--- src/rtl/cpu_run_monitor.sv ---
// cpu_run_monitor: run control and console capture for the cpu core.
//
// Holds the core in reset for RESET_CYCLES after a run is requested, then
// releases it and counts run cycles against MAX_CYCLES. In parallel it
// decodes the core's uart_tx line (8N1, LSB first) into bytes.
//
// Optional feature: define RUN_MON_END_CHAR_EN so that a received END_CHAR
// byte while running ends the run early. Without the macro only the cycle
// budget (or cpu_reset) ends a run.
//
// Ports:
//   sysclk          in   system clock, rising edge
//   cpu_reset       in   synchronous active-high reset of this block
//   run_en          in   level; starts a run from IDLE
//   core_resetn     out  active-low reset to the cpu core
//   uart_rx_in      in   core uart_tx, asynchronous, idle high
//   rx_data         out  last good byte, held until the next good byte
//   rx_valid        out  one-cycle strobe, rx_data is new
//   rx_frame_err    out  one-cycle strobe, stop bit sampled low
//   byte_count      out  good bytes received while running, saturating
//   cycle_count     out  cycles spent running in this run
//   timeout         out  sticky, budget exhausted
//   done            out  sticky, run ended
//   dbg_ctrl_state  out  controller state (debug)
//   dbg_rx_state    out  receiver state (debug)
//
// Handshake: rx_valid and rx_frame_err are plain strobes with no ready;
// rx_data is stable from the rx_valid cycle until the next rx_valid, so a
// consumer may sample it on the strobe or any time later.
module cpu_run_monitor #(
    parameter int          RESET_CYCLES = 16,
    parameter int          CNT_W        = 32,
    parameter int unsigned MAX_CYCLES   = 3276800,
    parameter int          CLKS_PER_BIT = 868,
    parameter int          DATA_BITS    = 8,
    parameter logic [DATA_BITS-1:0] END_CHAR = 8'h04
) (
    input  logic                 sysclk,
    input  logic                 cpu_reset,
    input  logic                 run_en,
    output logic                 core_resetn,
    input  logic                 uart_rx_in,
    output logic [DATA_BITS-1:0] rx_data,
    output logic                 rx_valid,
    output logic                 rx_frame_err,
    output logic [15:0]          byte_count,
    output logic [CNT_W-1:0]     cycle_count,
    output logic                 timeout,
    output logic                 done,
    output logic [1:0]           dbg_ctrl_state,
    output logic [2:0]           dbg_rx_state
);

`ifdef RUN_MON_END_CHAR_EN
    localparam bit END_CHAR_EN = 1'b1;
`else
    localparam bit END_CHAR_EN = 1'b0;
`endif

    localparam int BAUD_W = $clog2(CLKS_PER_BIT);
    localparam int HOLD_W = $clog2(RESET_CYCLES + 1);
    localparam int BIT_W  = $clog2(DATA_BITS + 1);

    localparam logic [BAUD_W-1:0] BAUD_LAST = BAUD_W'(CLKS_PER_BIT - 1);
    localparam logic [BAUD_W-1:0] HALF_LAST = BAUD_W'(CLKS_PER_BIT / 2 - 1);
    localparam logic [HOLD_W-1:0] HOLD_LAST = HOLD_W'(RESET_CYCLES - 1);
    localparam logic [BIT_W-1:0]  BIT_LAST  = BIT_W'(DATA_BITS - 1);
    localparam logic [CNT_W-1:0]  CYC_LAST  = CNT_W'(MAX_CYCLES - 1);

    typedef enum logic [1:0] {
        C_IDLE     = 2'd0,
        C_HOLD_RST = 2'd1,
        C_RUN      = 2'd2,
        C_DONE     = 2'd3
    } ctrl_state_t;

    typedef enum logic [2:0] {
        RX_IDLE      = 3'd0,
        RX_START     = 3'd1,
        RX_DATA      = 3'd2,
        RX_STOP      = 3'd3,
        RX_WAIT_HIGH = 3'd4
    } rx_state_t;

    // ---------------- receiver state ----------------
    logic [1:0]           sync_q, sync_d;
    logic                 rx_prev_q, rx_prev_d;
    rx_state_t            rx_state_q, rx_state_d;
    logic [BAUD_W-1:0]    baud_cnt_q, baud_cnt_d;
    logic [BIT_W-1:0]     bit_idx_q, bit_idx_d;
    logic [DATA_BITS-1:0] shift_q, shift_d;
    logic [DATA_BITS-1:0] rx_data_q, rx_data_d;
    logic                 rx_valid_q, rx_valid_d;
    logic                 rx_frame_err_q, rx_frame_err_d;
    logic                 rx_line;

    // ---------------- controller state ----------------
    ctrl_state_t          ctrl_state_q, ctrl_state_d;
    logic [HOLD_W-1:0]    hold_cnt_q, hold_cnt_d;
    logic [CNT_W-1:0]     cycle_count_q, cycle_count_d;
    logic [15:0]          byte_count_q, byte_count_d;
    logic                 timeout_q, timeout_d;
    logic                 done_q, done_d;
    logic                 core_resetn_q, core_resetn_d;
    logic                 byte_hit;
    logic                 end_hit;

    // Synchronized line; sync_q[1] is the only copy used by the decoder.
    assign rx_line = sync_q[1];

    // ---------------- receiver next state ----------------
    always_comb begin
        sync_d         = {sync_q[0], uart_rx_in};
        rx_prev_d      = rx_line;
        rx_state_d     = rx_state_q;
        baud_cnt_d     = baud_cnt_q;
        bit_idx_d      = bit_idx_q;
        shift_d        = shift_q;
        rx_data_d      = rx_data_q;
        rx_valid_d     = 1'b0;
        rx_frame_err_d = 1'b0;

        case (rx_state_q)
            RX_IDLE: begin
                if (rx_prev_q && !rx_line) begin
                    rx_state_d = RX_START;
                    baud_cnt_d = '0;
                end
            end
            RX_START: begin
                // Sample mid start bit; a high line here was a glitch.
                if (baud_cnt_q == HALF_LAST) begin
                    baud_cnt_d = '0;
                    bit_idx_d  = '0;
                    rx_state_d = rx_line ? RX_IDLE : RX_DATA;
                end else begin
                    baud_cnt_d = baud_cnt_q + BAUD_W'(1);
                end
            end
            RX_DATA: begin
                if (baud_cnt_q == BAUD_LAST) begin
                    baud_cnt_d = '0;
                    // LSB arrives first, so shift in from the top.
                    shift_d    = {rx_line, shift_q[DATA_BITS-1:1]};
                    if (bit_idx_q == BIT_LAST) begin
                        rx_state_d = RX_STOP;
                    end else begin
                        bit_idx_d = bit_idx_q + BIT_W'(1);
                    end
                end else begin
                    baud_cnt_d = baud_cnt_q + BAUD_W'(1);
                end
            end
            RX_STOP: begin
                if (baud_cnt_q == BAUD_LAST) begin
                    baud_cnt_d = '0;
                    if (rx_line) begin
                        rx_data_d  = shift_q;
                        rx_valid_d = 1'b1;
                        rx_state_d = RX_IDLE;
                    end else begin
                        rx_frame_err_d = 1'b1;
                        rx_state_d     = RX_WAIT_HIGH;
                    end
                end else begin
                    baud_cnt_d = baud_cnt_q + BAUD_W'(1);
                end
            end
            RX_WAIT_HIGH: begin
                // Do not hunt for a start bit until the line has recovered.
                if (rx_line) begin
                    rx_state_d = RX_IDLE;
                end
            end
            default: begin
                rx_state_d = RX_IDLE;
            end
        endcase
    end

    // ---------------- controller next state ----------------
    // Decisions use rx_valid_d so the byte count, the strobe and an
    // end-of-run caused by that byte all become visible on the same cycle.
    always_comb begin
        ctrl_state_d  = ctrl_state_q;
        hold_cnt_d    = hold_cnt_q;
        cycle_count_d = cycle_count_q;
        byte_count_d  = byte_count_q;
        timeout_d     = timeout_q;
        done_d        = done_q;

        byte_hit = rx_valid_d && (ctrl_state_q == C_RUN);
        end_hit  = END_CHAR_EN && byte_hit && (shift_q == END_CHAR);

        case (ctrl_state_q)
            C_IDLE: begin
                if (run_en) begin
                    ctrl_state_d  = C_HOLD_RST;
                    hold_cnt_d    = '0;
                    cycle_count_d = '0;
                    byte_count_d  = '0;
                    timeout_d     = 1'b0;
                    done_d        = 1'b0;
                end
            end
            C_HOLD_RST: begin
                if (hold_cnt_q == HOLD_LAST) begin
                    ctrl_state_d = C_RUN;
                end else begin
                    hold_cnt_d = hold_cnt_q + HOLD_W'(1);
                end
            end
            C_RUN: begin
                cycle_count_d = cycle_count_q + CNT_W'(1);
                if (byte_hit && (byte_count_q != 16'hFFFF)) begin
                    byte_count_d = byte_count_q + 16'd1;
                end
                if (cycle_count_q == CYC_LAST) begin
                    timeout_d    = 1'b1;
                    done_d       = 1'b1;
                    ctrl_state_d = C_DONE;
                end
                if (end_hit) begin
                    done_d       = 1'b1;
                    ctrl_state_d = C_DONE;
                end
            end
            C_DONE: begin
                if (!run_en) begin
                    ctrl_state_d = C_IDLE;
                end
            end
            default: begin
                ctrl_state_d = C_IDLE;
            end
        endcase

        core_resetn_d = (ctrl_state_d == C_RUN);
    end

    // ---------------- registers ----------------
    always_ff @(posedge sysclk) begin
        if (cpu_reset) begin
            // Synchronizer resets to the idle level so release is not
            // mistaken for a start bit.
            sync_q         <= 2'b11;
            rx_prev_q      <= 1'b1;
            rx_state_q     <= RX_IDLE;
            baud_cnt_q     <= '0;
            bit_idx_q      <= '0;
            shift_q        <= '0;
            rx_data_q      <= '0;
            rx_valid_q     <= 1'b0;
            rx_frame_err_q <= 1'b0;
            ctrl_state_q   <= C_IDLE;
            hold_cnt_q     <= '0;
            cycle_count_q  <= '0;
            byte_count_q   <= '0;
            timeout_q      <= 1'b0;
            done_q         <= 1'b0;
            core_resetn_q  <= 1'b0;
        end else begin
            sync_q         <= sync_d;
            rx_prev_q      <= rx_prev_d;
            rx_state_q     <= rx_state_d;
            baud_cnt_q     <= baud_cnt_d;
            bit_idx_q      <= bit_idx_d;
            shift_q        <= shift_d;
            rx_data_q      <= rx_data_d;
            rx_valid_q     <= rx_valid_d;
            rx_frame_err_q <= rx_frame_err_d;
            ctrl_state_q   <= ctrl_state_d;
            hold_cnt_q     <= hold_cnt_d;
            cycle_count_q  <= cycle_count_d;
            byte_count_q   <= byte_count_d;
            timeout_q      <= timeout_d;
            done_q         <= done_d;
            core_resetn_q  <= core_resetn_d;
        end
    end

    assign core_resetn    = core_resetn_q;
    assign rx_data        = rx_data_q;
    assign rx_valid       = rx_valid_q;
    assign rx_frame_err   = rx_frame_err_q;
    assign byte_count     = byte_count_q;
    assign cycle_count    = cycle_count_q;
    assign timeout        = timeout_q;
    assign done           = done_q;
    assign dbg_ctrl_state = ctrl_state_q;
    assign dbg_rx_state   = rx_state_q;

endmodule

--- config.mk ---
export PLATFORM = sky130hd
export DESIGN_NAME = cpu_run_monitor
export DESIGN_NICKNAME = d
export VERILOG_FILES = /design/src/rtl/cpu_run_monitor.sv
export SDC_FILE = /design/constraint.sdc
export NUM_CORES = 1
export LEC_CHECK = 0
export ABC_AREA = 1
export CAP_MARGIN = 20
export CORE_MARGIN = 1
export CORE_UTILIZATION = 35
export DETAILED_ROUTE_END_ITERATION = 16
export SLEW_MARGIN = 20
export SYNTH_ARGS = -nofsm -noshare
export SYNTH_HDL_FRONTEND = slang
export SYNTH_SLANG_ARGS = --single-unit
--- constraint.sdc ---
create_clock -name sysclk -period 1.6 [get_ports sysclk]
set_input_delay 0.32 -clock sysclk [delete_from_list [all_inputs] [get_ports sysclk]]
set_output_delay 0.32 -clock sysclk [all_outputs]
set_load 0.005 [all_outputs]
# Word level (Yosys, flattened, before mapping)
# Index checks and enable logic that the tools add are counted.
totals:
  reg_bits: 95
  inputBits: 4
classes:
  eq_ne: 25
  n_addsub: 5
  n_bitwise: 2
  n_mux: 37
  n_reduce_logical: 21
ops:
  columns: ["cell", "count"]
  rows:
  - ["case mux 32 bit (2 select lines)", 1]
  - ["adder 32 x 1 -> 32 bit, second input constant", 1]
  - ["equality test 32 x 22 -> 1 bit, second input constant", 1]
  - ["two-way mux 16 bit", 2]
  - ["two-way mux 32 bit", 1]
  - ["case mux 16 bit (2 select lines)", 1]
  - ["two-way mux 10 bit", 3]
  - ["case mux 10 bit (3 select lines)", 1]
  - ["two-way mux 3 bit", 7]
  - ["!= test 2 bit, second input constant", 9]
  - ["adder 16 x 1 -> 16 bit, second input constant", 1]
  - ["!= test 16 bit, second input constant", 1]
  - ["case mux 3 bit (5 select lines)", 1]
  - ["two-way mux 4 bit", 3]
  - ["AND reduction 3 bit", 4]
  - ["adder 10 x 1 -> 10 bit, second input constant", 1]
  - ["equality test 10 bit, second input constant", 1]
  - ["equality test 10 x 9 -> 1 bit, second input constant", 1]
  - ["two-way mux 2 bit", 5]
  - ["two-way mux 5 bit", 2]
  - ["case mux 5 bit (2 select lines)", 1]
  - ["case mux 2 bit (4 select lines)", 1]
  - ["case mux 4 bit (2 select lines)", 1]
  - ["equality test 2 bit, second input constant", 3]
  - ["23 further kinds", 37]

# Logic depth before layout (Yosys ltp)
logic_depth:
  depth_word: 7
  ltp_mapped: 11
  mapped_depth_nobuf: 11

# Worst setup path before layout
# Ideal clock, no wire load.
synth_path:
  path_type: "register to register"
  startpoint: "register baud_cnt_q[0]"
  endpoint: "register byte_count_q[10], in the netlist byte_count[10]"
  path_slack_ps: 42
  setup_time_ps: 132
  arrival_ps: 1426
  stages_incl_launch_ff: 10
  n_path_buf: 1
  path_cell_list: "dfxtp_1 > ha_1 > nand2_1 > nor2_2 > nand3_4 > nor2_8 > nand3_4 > buf_4 > nand3_1 > a21oi_1"
synth_via:
  elab_chain_cells: 7
synth_lines:
  columns: ["item", "line", "source"]
  rows:
  - ["start, declared", "89", "logic [BAUD_W-1:0] baud_cnt_q, baud_cnt_d;"]
  - ["start signal, assigned", "266", "baud_cnt_q <= baud_cnt_d;"]
  - ["equality test 10 bit", "155", "if (baud_cnt_q == BAUD_LAST) begin"]
  - ["two-way mux 1 bit", "155", null]
  - ["two-way mux 1 bit", "123", "case (rx_state_q)"]
  - ["logical AND 1 bit", "192", "byte_hit = rx_valid_d && (ctrl_state_q == C_RUN);"]
  - ["logical AND 1 bit", "215", "if (byte_hit && (byte_count_q != 16'hFFFF)) begin"]
  - ["!= test 2 x 1 -> 1 bit (no source line)", null, null]
  - ["AND reduction 3 bit (no source line)", null, null]
  - ["end signal, assigned", "275", "byte_count_q <= byte_count_d;"]
  - ["end, declared", "101", "logic [15:0] byte_count_q, byte_count_d;"]
# Every way passes these cells.
# A chain may end at the register's enable or synchronous reset.

# Worst setup path after layout
layout_path:
  startpoint: "register baud_cnt_q[1]"
  endpoint: "register byte_count_q[10], in the netlist byte_count[10]"
# Same word-level chain as after synthesis.

==> flow_metrics.tcl <==
set metrics [dict create \
    postRouteAntennaNets 0 \
    rsz0062_at_grt "true" \
    critPathLaunchType "register" \
    syn_nets 796 \
    combPwrFrac 0.161 \
    routed_via_density 4.838 \
    htree_num_levels 3 \
    seq_power_share 0.449 \
    wl_per_cell_um 12.81 \
    multi_input_area_um2 3094 \
    clock_latency_ns 0.35 \
    synth_area_per_cell_um2 6.527 \
    max_stage_delay_ns 0.36 \
    drc 0 \
    ir_drop_mv 0.5103 \
    yosys-top-cells-area "dfxtp_1 37%, nand2_1 15%, nor2_1 8.1%, inv_1 6.6%, a21oi_1 6.1%" \
    netlist_instances 785 \
    grt_overflow_total 0 \
    leakagePower_nw 3.107 \
    grt_pass1_vias 4865 \
    p_clk_frac 0.390 \
    clockBufferDepth 2 \
    cts.clk_slew.worst_paths_ns 0.07 \
    seqCellArea_um2 2021 \
    worstPathMaxFanout 7 \
    relSlewSlack 0.7845 \
    cts.sinks 95 \
    num_io_pins 70 \
    period_share 1.029 \
    fin_total_pwr_mw 5.402 \
    hp-class "register to register" \
    skew_ns 0.009958 \
    vias 5438 \
    gp_congestion 0.8414 \
    critPathMostFrequentCell "nand3_4" \
    cp.arrival_ns 1.91 \
    grt_max_degree 19 \
    die_w_um 123.0 \
    hold_slack_ns 0.4164 \
    ys_warn_count 0 \
    core_um2 14100 \
    drv_slew 0 \
    synth_top_area_cell "dfxtp_1" \
    numCtsBuffers 9 \
    routed_wl_um 14400 \
    cp.required_ns 1.87 \
    fin_ws_ns -0.04718 \
    clock.fmax_ghz 0.6071 \
    fillCellCount 1409 \
    fp-row-count 43 \
    outcome "finished, violations left" \
    period_needed_ns 1.647 \
    seq_area_frac_synth 0.3712 \
    tritoncts "done" \
    drt_pass1_iterations 5 \
    finalSetupViolCount 3 \
    hpwlAfterDp_um 10070 \
    initialDrtViolationCount 260 \
    die_y_um 123.0 \
    start_util 0.3635 \
    p_int_mw 3.846 \
    synthDominantCellAreaShare 0.3712 \
    maxCapViolations 0 \
    synth_cell_type_count 43 \
    crit_path_end_kind "register" \
    dieArea_um2 15130 \
    grt_pass1_wl_um 23030 \
    io_buffer_count 69 \
    holdBufCountCts 0 \
    violations "negative setup slack" \
    layout.nets 950 \
    crit_type "register to register" \
    worst_pin_slew_ns 0.3209 \
    gr-usage-all-layers 0.1926 \
    path_cells "ha_4 > nand2_2 > nor2_4 > nand3_4 > nor2_8 > nand3_4 > nand2_4 > nand2_1 > a21oi_1" \
    root_buffer "clkbuf_16" \
    synth_seq_cells 95 \
    drive_above_1_share 0.2775 \
    sw_frac_of_total 0.2880 \
    area_growth_pct 45.20 \
    synth_area_um2 5124 \
    p_switching_mw 1.556 \
    grt_antenna_before_repair 0 \
    hold_viol 0 \
    num_antenna_cells 0 \
    crit_slowest_cell "dfxtp_2" \
    power_density_nw_per_um2 726.0 \
]
## final cells by class
type                    count  area share
repair buffers            164      0.1968
clock inverters             6    0.005886
multi-input cells         575      0.4159
inverters                  94     0.04743
clock buffers              10     0.03212
flip-flops and latches     95      0.2716
well taps                 180     0.03027
## what timing repair did
item,CTS,global route
pin swaps,1,23
cloned,0,1
gates resized for setup,77,108
hold endpoints to repair,0,0
setup buffers,7,7
setup endpoints to repair,66,90
## routing by layer
layer,track usage,share of wire,up-vias
li1,-,-,2849
met1,0.2670,0.49,2475
met2,0.3090,0.46,102
met3,0.02168,0.034,12
met4,0.06777,0.015,0
met5,0,0,-
## state kept, by name (all words and copies together) (netlist names)
| register | cells |
|---|---|
| cycle_count | 32 |
| byte_count | 16 |
| baud_cnt_q | 10 |
| rx_data | 8 |
| shift_q | 8 |
| hold_cnt_q | 5 |
| bit_idx_q | 4 |
| dbg_rx_state | 3 |
| dbg_ctrl_state | 2 |
| sync_q | 2 |
| core_resetn | 1 |
| done | 1 |
| rx_frame_err | 1 |
| rx_prev_q | 1 |
| rx_valid | 1 |
## metrics by stage
stage	std cells	utilization	cell area (um2)	setup TNS, ns	worst slack, ns
2_1_floorplan	785	-	5124	0	0.04192
3_3_place_gp	1093	0.4667	6579	-5.364	-0.1846
3_5_place_dp	1093	0.4667	6579	-6.050	-0.2110
4_1_cts	1116	0.4974	7012	0	0.0004425
5_1_grt	1124	0.5278	7440	-1.140	-0.1117
6_report	1124	0.5278	7440	-0.05642	-0.04718
## cell usage after synthesis
cell and number:
nand2_1 210, nor2_1 110, dfxtp_1 95, inv_1 90, a21oi_1 62, nand3_1 48
o21ai_0 39, nand4_1 22, nor3_1 16, clkbuf_1 9, xor2_1 8, buf_2 7
ha_1 7, nor2_2 7, or2_2 6, nand2_2 5, inv_2 4, a211oi_1 3
buf_1 3, nor2_4 3, a221oi_1 2, a31oi_1 2, and3_1 2, buf_4 2
nand3_2 2, nand3_4 2, nor3_2 2, o211a_1 2, a21boi_0 1, a22oi_1 1
buf_6 1, nand2_4 1, nand3b_1 1, nand4_4 1, nor2_8 1, nor3b_1 1
o211ai_1 1, o21ai_1 1, o21ai_2 1, o21bai_1 1, o22ai_1 1, o31ai_1 1
xnor2_1 1
## cells by family (layout without fill, tap and decap cells)
group	after synthesis	count (layout)	synth area share
simple gates	440	441	0.3827
compound gates	118	118	0.1241
buf+inv	116	274	0.08962
flops	95	95	0.3712
xor+xnor	9	9	0.01539
fa+ha+maj	7	7	0.01709
## power groups by stage
stage | registers, mW | logic, mW | clock network (mW)
2_1_floorplan | 2.51 | 0.421 | 0
6_report | 2.43 | 0.871 | 2.11
3_3_place_gp | 2.51 | 0.756 | 0
4_1_cts | 2.44 | 0.774 | 2.13
3_5_place_dp | 2.51 | 0.754 | 0
5_1_grt | 2.43 | 0.974 | 2.26
## layout by cell type, fill, tap and decap left out, types with 11 or more instances in the layout
cell and count:
dlygate4sd2_1 15, inv_1 87, nand2_1 192, nor3_1 11, o21ai_0 36, dfxtp_2 29, nand4_1 22, nand3_1 34
dfxtp_1 44, nor2_1 101, a21oi_1 52, nand2_2 19, clkdlybuf4s50_1 48, buf_4 86, nand3_2 14, dfxtp_4 22
## worst max-delay path: cells and delay by family, from the launching register on
| kind | cells | cell delay (ns) |
|---|---|---|
| simple gates | 7 | 0.91 |
| flops | 1 | 0.36 |
| fa+ha+maj | 1 | 0.15 |
| compound gates | 1 | 0.15 |
## worst paths after layout
kind	start	to	slack [ns]	cells past startpoint
hold / removal	sync_q[0]	sync_q[1]	0.42	1
setup / recovery	baud_cnt_q[1]	byte_count[10]	-0.05	9
setup reg to reg	baud_cnt_q[1]	byte_count[10]	-0.05	9
hold reg to reg	sync_q[0]	sync_q[1]	0.42	1
Note: power is estimated with default switching activity, not from simulation.
